==> config.mk <==
export PLATFORM = sky130hd
export DESIGN_NAME = bcd_to_signed_bin
export DESIGN_NICKNAME = d
export VERILOG_FILES = /design/src/rtl/bcd_pkg.sv /design/src/rtl/sub_3_digit.sv /design/src/rtl/bcd_to_signed_bin.sv
export SDC_FILE = /design/constraint.sdc
export NUM_CORES = 1
export LEC_CHECK = 0
export CAP_MARGIN = 20
export CORE_MARGIN = 1.5
export CORE_UTILIZATION = 25
export DETAILED_ROUTE_END_ITERATION = 16
export PLACE_DENSITY = 0.44
export RECOVER_POWER = 100
export SKIP_LAST_GASP = 1
export SYNTH_ARGS = -nofsm -noshare
export SYNTH_HDL_FRONTEND = slang
export SYNTH_HIERARCHICAL = 1
export SYNTH_SLANG_ARGS = --single-unit
==> constraint.sdc <==
create_clock -name clk -period 2 [get_ports clk]
set_clock_uncertainty 0.05 [all_clocks]
set_input_delay 0.2 -clock clk [delete_from_list [all_inputs] [get_ports clk]]
set_output_delay 0.2 -clock clk [all_outputs]
set_load 0.05 [all_outputs]
==> src/rtl/bcd_pkg.sv <==
// Shared constants and state encoding for the BCD-to-binary operand converter.
package bcd_pkg;

  localparam int BCD_W          = 4;
  localparam int BCD_FIX_THRESH = 8;
  localparam int BCD_FIX        = 3;
  localparam int BCD_MAX_DIGIT  = 9;

  typedef enum logic [1:0] {
    IDLE,
    SHIFT,
    FINISH
  } state_t;

endpackage

==> src/rtl/sub_3_digit.sv <==
// Reverse double-dabble correction cell: undoes the display path's add-3 step.
module sub_3_digit
  import bcd_pkg::*;
(
  input  logic [BCD_W-1:0] a,
  output logic [BCD_W-1:0] s
);

  // A digit that reached 8+ after the right shift carried a half-ten; pull it back by 3.
  always_comb begin
    s = (a >= BCD_W'(BCD_FIX_THRESH)) ? a - BCD_W'(BCD_FIX) : a;
  end

endmodule

==> src/rtl/bcd_to_signed_bin.sv <==
// Iterative sign+BCD to two's-complement converter; one shift step per clock,
// saturating result with overflow and bad-digit flags.
module bcd_to_signed_bin
  import bcd_pkg::*;
#(
  parameter int NDIG  = 3,
  parameter int WIDTH = 8
) (
  input  logic                  clk,
  input  logic                  rst,
  input  logic                  start,
  input  logic                  sign_in,
  input  logic [4*NDIG-1:0]     bcd_in,
  output logic                  busy,
  output logic                  done,
  output logic [WIDTH-1:0]      bin_out,
  output logic                  ovf,
  output logic                  bad_digit
);

  localparam int MW   = BCD_W * NDIG;
  localparam int ITER = MW;
  localparam int CW   = $clog2(ITER + 1);

  // Range limits carried one bit wider than the magnitude so 2^(WIDTH-1) always fits.
  localparam logic [MW:0] MAX_POS = (MW+1)'((2 ** (WIDTH - 1)) - 1);
  localparam logic [MW:0] MAX_NEG = MAX_POS + (MW+1)'(1);

  state_t            state_q, state_d;
  logic [CW-1:0]     cnt_q, cnt_d;
  logic              sign_q, sign_d;
  logic [MW-1:0]     bcd_q, bcd_d;
  logic [MW-1:0]     mag_q, mag_d;
  logic              bad_flag_q, bad_flag_d;
  logic              busy_q, busy_d;
  logic              done_q, done_d;
  logic [WIDTH-1:0]  bin_q, bin_d;
  logic              ovf_q, ovf_d;
  logic              bad_digit_q, bad_digit_d;

  logic [MW-1:0]     bcd_sh;
  logic [MW-1:0]     bcd_fix;
  logic              in_bad;
  logic [MW:0]       mag_ext;
  logic [WIDTH-1:0]  res_bin;
  logic              res_ovf;

  assign bcd_sh = bcd_q >> 1;

  for (genvar g = 0; g < NDIG; g++) begin : g_fix
    sub_3_digit u_fix (
      .a (bcd_sh[g*BCD_W +: BCD_W]),
      .s (bcd_fix[g*BCD_W +: BCD_W])
    );
  end

  // Flag any incoming digit outside 0..9 so the shift phase can be skipped.
  always_comb begin
    in_bad = 1'b0;
    for (int i = 0; i < NDIG; i++) begin
      if (bcd_in[i*BCD_W +: BCD_W] > BCD_W'(BCD_MAX_DIGIT)) in_bad = 1'b1;
    end
  end

  // Signed result with saturation; a bad-digit request always reports zero.
  always_comb begin
    mag_ext = {1'b0, mag_q};
    res_bin = '0;
    res_ovf = 1'b0;
    if (!bad_flag_q) begin
      if (!sign_q) begin
        if (mag_ext <= MAX_POS) begin
          res_bin = WIDTH'(mag_ext);
        end else begin
          res_bin = WIDTH'(MAX_POS);
          res_ovf = 1'b1;
        end
      end else begin
        if (mag_ext <= MAX_NEG) begin
          res_bin = '0 - WIDTH'(mag_ext);
        end else begin
          res_bin = WIDTH'(MAX_NEG);
          res_ovf = 1'b1;
        end
      end
    end
  end

  // Next-state and next-output logic for IDLE -> SHIFT -> FINISH -> IDLE.
  always_comb begin
    state_d     = state_q;
    cnt_d       = cnt_q;
    sign_d      = sign_q;
    bcd_d       = bcd_q;
    mag_d       = mag_q;
    bad_flag_d  = bad_flag_q;
    busy_d      = busy_q;
    done_d      = 1'b0;
    bin_d       = bin_q;
    ovf_d       = ovf_q;
    bad_digit_d = bad_digit_q;
    case (state_q)
      IDLE: begin
        if (start) begin
          sign_d     = sign_in;
          bcd_d      = bcd_in;
          mag_d      = '0;
          cnt_d      = '0;
          busy_d     = 1'b1;
          bad_flag_d = in_bad;
          state_d    = in_bad ? FINISH : SHIFT;
        end
      end
      SHIFT: begin
        bcd_d = bcd_fix;
        mag_d = {bcd_q[0], mag_q[MW-1:1]};
        cnt_d = cnt_q + CW'(1);
        if (cnt_q == CW'(ITER - 1)) state_d = FINISH;
      end
      FINISH: begin
        bin_d       = res_bin;
        ovf_d       = res_ovf;
        bad_digit_d = bad_flag_q;
        done_d      = 1'b1;
        busy_d      = 1'b0;
        state_d     = IDLE;
      end
      default: state_d = IDLE;
    endcase
  end

  // State and output registers; reset aborts any conversion without a done pulse.
  always_ff @(posedge clk or posedge rst) begin
    if (rst) begin
      state_q     <= IDLE;
      cnt_q       <= '0;
      sign_q      <= 1'b0;
      bcd_q       <= '0;
      mag_q       <= '0;
      bad_flag_q  <= 1'b0;
      busy_q      <= 1'b0;
      done_q      <= 1'b0;
      bin_q       <= '0;
      ovf_q       <= 1'b0;
      bad_digit_q <= 1'b0;
    end else begin
      state_q     <= state_d;
      cnt_q       <= cnt_d;
      sign_q      <= sign_d;
      bcd_q       <= bcd_d;
      mag_q       <= mag_d;
      bad_flag_q  <= bad_flag_d;
      busy_q      <= busy_d;
      done_q      <= done_d;
      bin_q       <= bin_d;
      ovf_q       <= ovf_d;
      bad_digit_q <= bad_digit_d;
    end
  end

  assign busy      = busy_q;
  assign done      = done_q;
  assign bin_out   = bin_q;
  assign ovf       = ovf_q;
  assign bad_digit = bad_digit_q;

endmodule

# Word-level counts from Yosys, hierarchy flattened
# Index checks and enable logic that the tools add are counted.
dict set report classes {
  n_lt_le_gt_ge 8
  muxes 27
  n_reduce_logical 7
  n_eq_ne 5
  add_sub_neg 5
}
# op n
set ops {}
lappend ops {{$pmux 12 s2} 2}
lappend ops {{$mux 8} 4}
lappend ops {{$mux 12} 2}
lappend ops {{$mux 4} 4}
lappend ops {{$gt 4x4->1 const B} 3}
lappend ops {{$le 12x7->1 const B} 1}
lappend ops {{$le 12x8->1 const B} 1}
lappend ops {{$mux 1} 9}
lappend ops {{$ge 4x4->1 const B} 2}
lappend ops {{$pmux 4 s2} 1}
lappend ops {{$reduce_and 2->1} 4}
lappend ops {{$sub 1x8->8 const A} 1}
lappend ops {{$sub 4x2->4 const B} 2}
lappend ops {{$mux 2} 3}
lappend ops {{$add 4x1->4 const B} 1}
lappend ops {{$eq 4x4->1 const B} 1}
lappend ops {{$ge 3x4->1 const B} 1}
lappend ops {{$ne 2x2->1 const B} 2}
lappend ops {{$pmux 2 s2} 1}
lappend ops {{$reduce_bool 2->1} 2}
lappend ops {{$sub 3x2->4 const B} 1}
lappend ops {{$eq 2x1->1 const B} 1}
lappend ops {{$eq 2x2->1 const B} 1}
lappend ops {{$logic_not 2->1} 1}
lappend ops {{$pmux 1 s2} 1}
dict set report word_totals {
  in_bits 16
  regBits 44
  out_inout_bits 12
  wordCells 63
}

# Depth between registers and ports, before layout
dict set report depth {
  word_depth 7
  ltp_mapped 7
  depth_no_buf 6
}

# Hierarchy
# The synthesis kept the hierarchy.
# mod area_per_inst_um2 seq_area_each_um2 instances cells_each
set modules_own_cells {}
lappend modules_own_cells {bcd_to_signed_bin 2070.7 1101.1 1 200}
lappend modules_own_cells {sub_3_digit 76.3 0.0 3 11}

# Worst setup path after synthesis
# OpenSTA, ideal clock, no wires.
dict set report synth_timing {
  path_type {reg2reg}
  startpoint {register mag_q[3]}
  endpoint {register bin_q[5], in the netlist bin_out[5]}
  synth_period_minus_slack_ns 1.667
  setup_slack_ns 0.333
  t_arrival_ns 1.492
  path_stages_with_launch 6
  t_required_ns 1.826
  path_cell_list {dfrtp_1 -> buf_6 -> or3_4 -> or4_1 -> a21oi_1 -> o31ai_2}
}
dict set report synth_between {
  elab_chain_cells 4
  elab_cells_between_ends 7
}
# element line_no
set synth_lines {}
lappend synth_lines {{start, declared} bcd_to_signed_bin.sv:33} ;# logic [MW-1:0] mag_q, mag_d;
lappend synth_lines {{start signal, assigned} bcd_to_signed_bin.sv:151} ;# mag_q <= mag_d;
lappend synth_lines {{$le 12x7->1 (tied with other cells)} bcd_to_signed_bin.sv:72} ;# if (mag_ext <= MAX_POS) begin
lappend synth_lines {{$mux 8, on equally long branches} {bcd_to_signed_bin.sv:72, bcd_to_signed_bin.sv:79}}
lappend synth_lines {{$mux 8 (*)} bcd_to_signed_bin.sv:71} ;# if (!sign_q) begin
lappend synth_lines {{$mux 8 (*)} bcd_to_signed_bin.sv:70} ;# if (!bad_flag_q) begin
lappend synth_lines {{end signal, assigned} bcd_to_signed_bin.sv:155} ;# bin_q <= bin_d;
lappend synth_lines {{end, declared} bcd_to_signed_bin.sv:37} ;# logic [WIDTH-1:0] bin_q, bin_d;
# Mark *: on every way between the ends. The rest lies on a longest branch, timed or not.
# A chain may end at the register's enable or synchronous reset.

# Worst setup path in the final report
dict set report layout_timing {
  startpoint {register mag_q[11]}
  endpoint {register bin_q[4], in the netlist bin_out[4]}
}
dict set report layout_between {
  elab_chain_cells 4
  elab_cells_between_ends 6
}
# element line_no
set layout_lines {}
lappend layout_lines {{$le 12x7->1 or $le 12x8->1 (tied branches)} {bcd_to_signed_bin.sv:72, bcd_to_signed_bin.sv:79}}
lappend layout_lines {{$mux 8, on equally long branches} {bcd_to_signed_bin.sv:72, bcd_to_signed_bin.sv:79}}
lappend layout_lines {{$mux 8 (*)} bcd_to_signed_bin.sv:71}
lappend layout_lines {{$mux 8 (*)} bcd_to_signed_bin.sv:70}
# Marks and branches as above.

==> impl_metrics.env <==
export IMPL_rows=34
export IMPL_ys_types=45
export IMPL_cts_tree="yes"
export IMPL_r2r_end="bin_out[4]"
export IMPL_postCtsHoldBufs=0
export IMPL_max_freq_mhz=551
export IMPL_cp_max_fo=6
export IMPL_grt_pass1_wl_um=8960
export IMPL_worstHoldStart="ovf"
export IMPL_crit_slowest_cell="or4_4"
export IMPL_hold_viol=0
export IMPL_routabilityCongestion=0.731
export IMPL_r2r_slack_ps=190
export IMPL_grt_pass1_vias=1737
export IMPL_cts_root_buffer="clkbuf_8"
export IMPL_setup_viol=0
export IMPL_cts_buffer_depth=2
export IMPL_fillCellCount=933
export IMPL_worstHoldEndpoint="ovf"
export IMPL_ys_ff_latch=44
export IMPL_synth_warnings=6
export IMPL_post_route_min_period_ps=1810
export IMPL_hold_ws_ps=429
export IMPL_rsz0062_at_grt="false"
export IMPL_ff2ff_path_depth=4
export IMPL_drv_cap=0
export IMPL_vias=1773
export IMPL_die_h_um=98.9
export IMPL_min_path_cells=2
export IMPL_dr_pass1_iters=12
export IMPL_min_period_over_period_pct=90.7
export IMPL_cts_sinks=44
export IMPL_worst_ir_drop_vdd_mv=0.313
export IMPL_required_ps=2130
export IMPL_vias_per_cell=4.70
export IMPL_maxSlewHeadroom_pct=25.5
export IMPL_post_cts_resized=0
export IMPL_track_usage_pct=11.5
export IMPL_startpoint_type="flop"
export IMPL_crit_chain="or4_4 -> or3_1 -> o22ai_1 -> o21ai_0"
export IMPL_portBuffers=27
export IMPL_setup_tns_ps=0
export IMPL_syn_inst=233
export IMPL_diodes=0
export IMPL_violations="design-rule violations"
export IMPL_h_tree_depth=2
export IMPL_synth_area_per_cell_um2=9.87
export IMPL_cp_end_kind="flop"
export IMPL_fp_dieArea_um2=9780
export IMPL_critPathKind="reg2reg"
export IMPL_leakagePower_nw=1.25
export IMPL_syn_area_um2=2300
export IMPL_outcome="complete, but fails checks"
export IMPL_coreArea_um2=8810
export IMPL_numCtsBuffers=5
export IMPL_ant_nets=0
export IMPL_cp_slowest_stage_delay_ps=580
export IMPL_global_route_overflow_total=0
export IMPL_drive_gt1_share_pct=8.55
export IMPL_drtIter0Drc=90
export IMPL_multi_input_area_um2=1090
export IMPL_path_clk_slew_ps=90
export IMPL_finalNetCount=292
export IMPL_fp_dieW_um=98.9
export IMPL_avgRoutedWirePerCell_um=13.3
export IMPL_antenna_found_initial=0
export IMPL_worst_ep_arrival_time_ps=1950
export IMPL_r2r_start="mag_q[11]"
export IMPL_grt_max_degree=45
export IMPL_hpwl_um=3600
export IMPL_final_max_slew_viol_count=0
export IMPL_syn_to_final_growth_pct=22.5
export IMPL_start_util_pct=26.1
export IMPL_route_detailed_drc=2
export IMPL_hp_class="reg2reg"
export IMPL_power_density_nw_per_um2=1390
export IMPL_ys_seq_area_share_pct=47.9
export IMPL_cts_setup_buffers=0
export IMPL_regArea_um2=1100
export IMPL_clock_latency_ps=290
export IMPL_drt_wl_total_um=5020
export IMPL_tightest_slew_ps=1120
export IMPL_io_pins=28
-- per-layer routing --
layer	routed length, um	track usage, %	share of wire [%]
met1	2530	15.7	50
met5	0	0	0
met4	49	3.96	0.98
met3	221	2.48	4.4
met2	2220	17.9	44
-- layout make-up --
cell class | count | share of cell area [%]
Clock buffer | 6 | 2.58
Clock inverter | 2 | 1.24
Inverter | 11 | 1.47
Multi-Input combinational cell | 167 | 38.8
Sequential cell | 44 | 39.1
Tap cell | 108 | 4.80
Timing Repair Buffer | 39 | 12.1
-- metrics by stage --
stage / std cells / instance area (um2) / setup slack (ps) / util [%] / power [W]
floorplan: 237 / 2310 / 333 / - / 0.00278
global placement: 369 / 2750 / 272 / 31.3 / 0.00336
detailed placement: 369 / 2750 / 228 / 31.3 / 0.00337
CTS: 377 / 2860 / 227 / 32.5 / 0.00408
global route: 377 / 2820 / 89.4 / 32.0 / 0.00429
finish: 377 / 2820 / 186 / 32.0 / 0.00392
-- cell usage in the layout (no fill, tap or decap), drive strengths merged, types with 2 or more instances in the layout --
| cell type | synthesis | layout |
|---|---|---|
| dfrtp | 44 | 44 |
| nand2 | 29 | 29 |
| o21ai | 29 | 29 |
| clkdlybuf4s50 | 0 | 14 |
| dlygate4sd3 | 0 | 13 |
| a22oi | 12 | 12 |
| a22o | 12 | 12 |
| clkbuf | 12 | 12 |
| inv | 11 | 10 |
| a21oi | 9 | 9 |
| ha | 8 | 8 |
| nor2 | 8 | 8 |
| nand2b | 7 | 7 |
| buf | 3 | 6 |
| nor2b | 5 | 5 |
| xnor2 | 5 | 5 |
| conb | 1 | 5 |
| o31ai | 5 | 5 |
| xor2 | 4 | 4 |
| or3 | 3 | 3 |
| o22ai | 3 | 3 |
| nand3 | 3 | 3 |
| a32o | 2 | 2 |
| and3b | 2 | 2 |
| nand3b | 2 | 2 |
| or4 | 2 | 2 |
| clkinv | 0 | 2 |
-- worst max-delay path by stage --
stage / from / end / slack (ps) / depth (start not counted)
finish: mag_q[11] / bin_out[4] / 190 / 4
global placement: mag_q[3] / bin_out[5] / 270 / 4
detailed placement: mag_q[4] / bin_out[5] / 230 / 4
CTS: mag_q[3] / bin_out[5] / 230 / 4
global route: mag_q[11] / bin_out[4] / 90 / 4
floorplan: mag_q[3] / bin_out[5] / 330 / 5
-- critical path, delay by kind of cell, from the launching register on --
family / cells / cell delay, ps
and+or+nand+nor: 2 / 980
AOI/OAI and AO/OA: 2 / 280
DFF: 1 / 400
-- flip-flops by register name, summed over array words and instances (netlist names) --
name / count
bad_digit: 1
bad_flag_q: 1
bcd_q: 12
bin_out: 8
busy: 1
cnt_q: 4
done: 1
mag_q: 12
ovf: 1
sign_q: 1
state_q: 2
-- cells in the mapped netlist --
cell / number / share of area [%]
mux2_2: 1 / 0.49
or3_1: 1 / 0.27
a22o_2: 2 / 0.87
buf_6: 1 / 0.49
dfrtp_1: 44 / 48
nand3b_1: 2 / 0.65
o21ai_0: 24 / 5.2
xnor2_1: 5 / 1.9
nor2_1: 7 / 1.1
nand2_1: 29 / 4.7
o311ai_4: 1 / 1.1
o22ai_1: 3 / 0.82
or3_4: 2 / 0.98
or4_4: 1 / 0.49
nor2b_1: 5 / 1.4
nand3_4: 1 / 0.76
o211ai_1: 1 / 0.33
a22o_1: 10 / 3.8
a32o_1: 2 / 0.87
nand2b_1: 7 / 1.9
nand4b_1: 1 / 0.38
o31ai_2: 1 / 0.54
o21bai_1: 1 / 0.33
conb_1: 1 / 0.16
and3b_1: 2 / 0.76
or2_1: 1 / 0.27
buf_2: 2 / 0.44
a21oi_1: 9 / 2.0
o41a_1: 1 / 0.49
nor2_2: 1 / 0.27
inv_1: 11 / 1.8
clkbuf_4: 1 / 0.33
o31ai_1: 4 / 1.3
ha_1: 8 / 4.4
nand4_1: 1 / 0.27
clkbuf_1: 11 / 1.8
nor4_1: 1 / 0.27
o21ai_1: 5 / 1.1
nor3_1: 1 / 0.22
nand3_1: 2 / 0.44
or4_1: 1 / 0.33
nor3b_1: 1 / 0.33
xor2_1: 4 / 1.5
a22oi_1: 12 / 3.9
o21a_1: 1 / 0.33
-- kinds of logic after synthesis --
logic type	share of synthesized area, %
AOI/OAI and AO/OA	23.0
and+or+nand+nor	15.8
DFF	47.9
buffers and inverters	4.84
xor gates and xnor gates	3.43
adders and majority gates	4.35
other	0.163
muxes	0.490
-- power by group --
group          internal (W)  total, W  switching (W)  leakage (nW)
registers           0.00118   0.00149       0.000318         0.577
logic              0.000678   0.00174        0.00106         0.621
clock network      0.000371  0.000681       0.000310        0.0552
total               0.00223   0.00392        0.00169          1.25
Power figures use the tool's default switching activity.
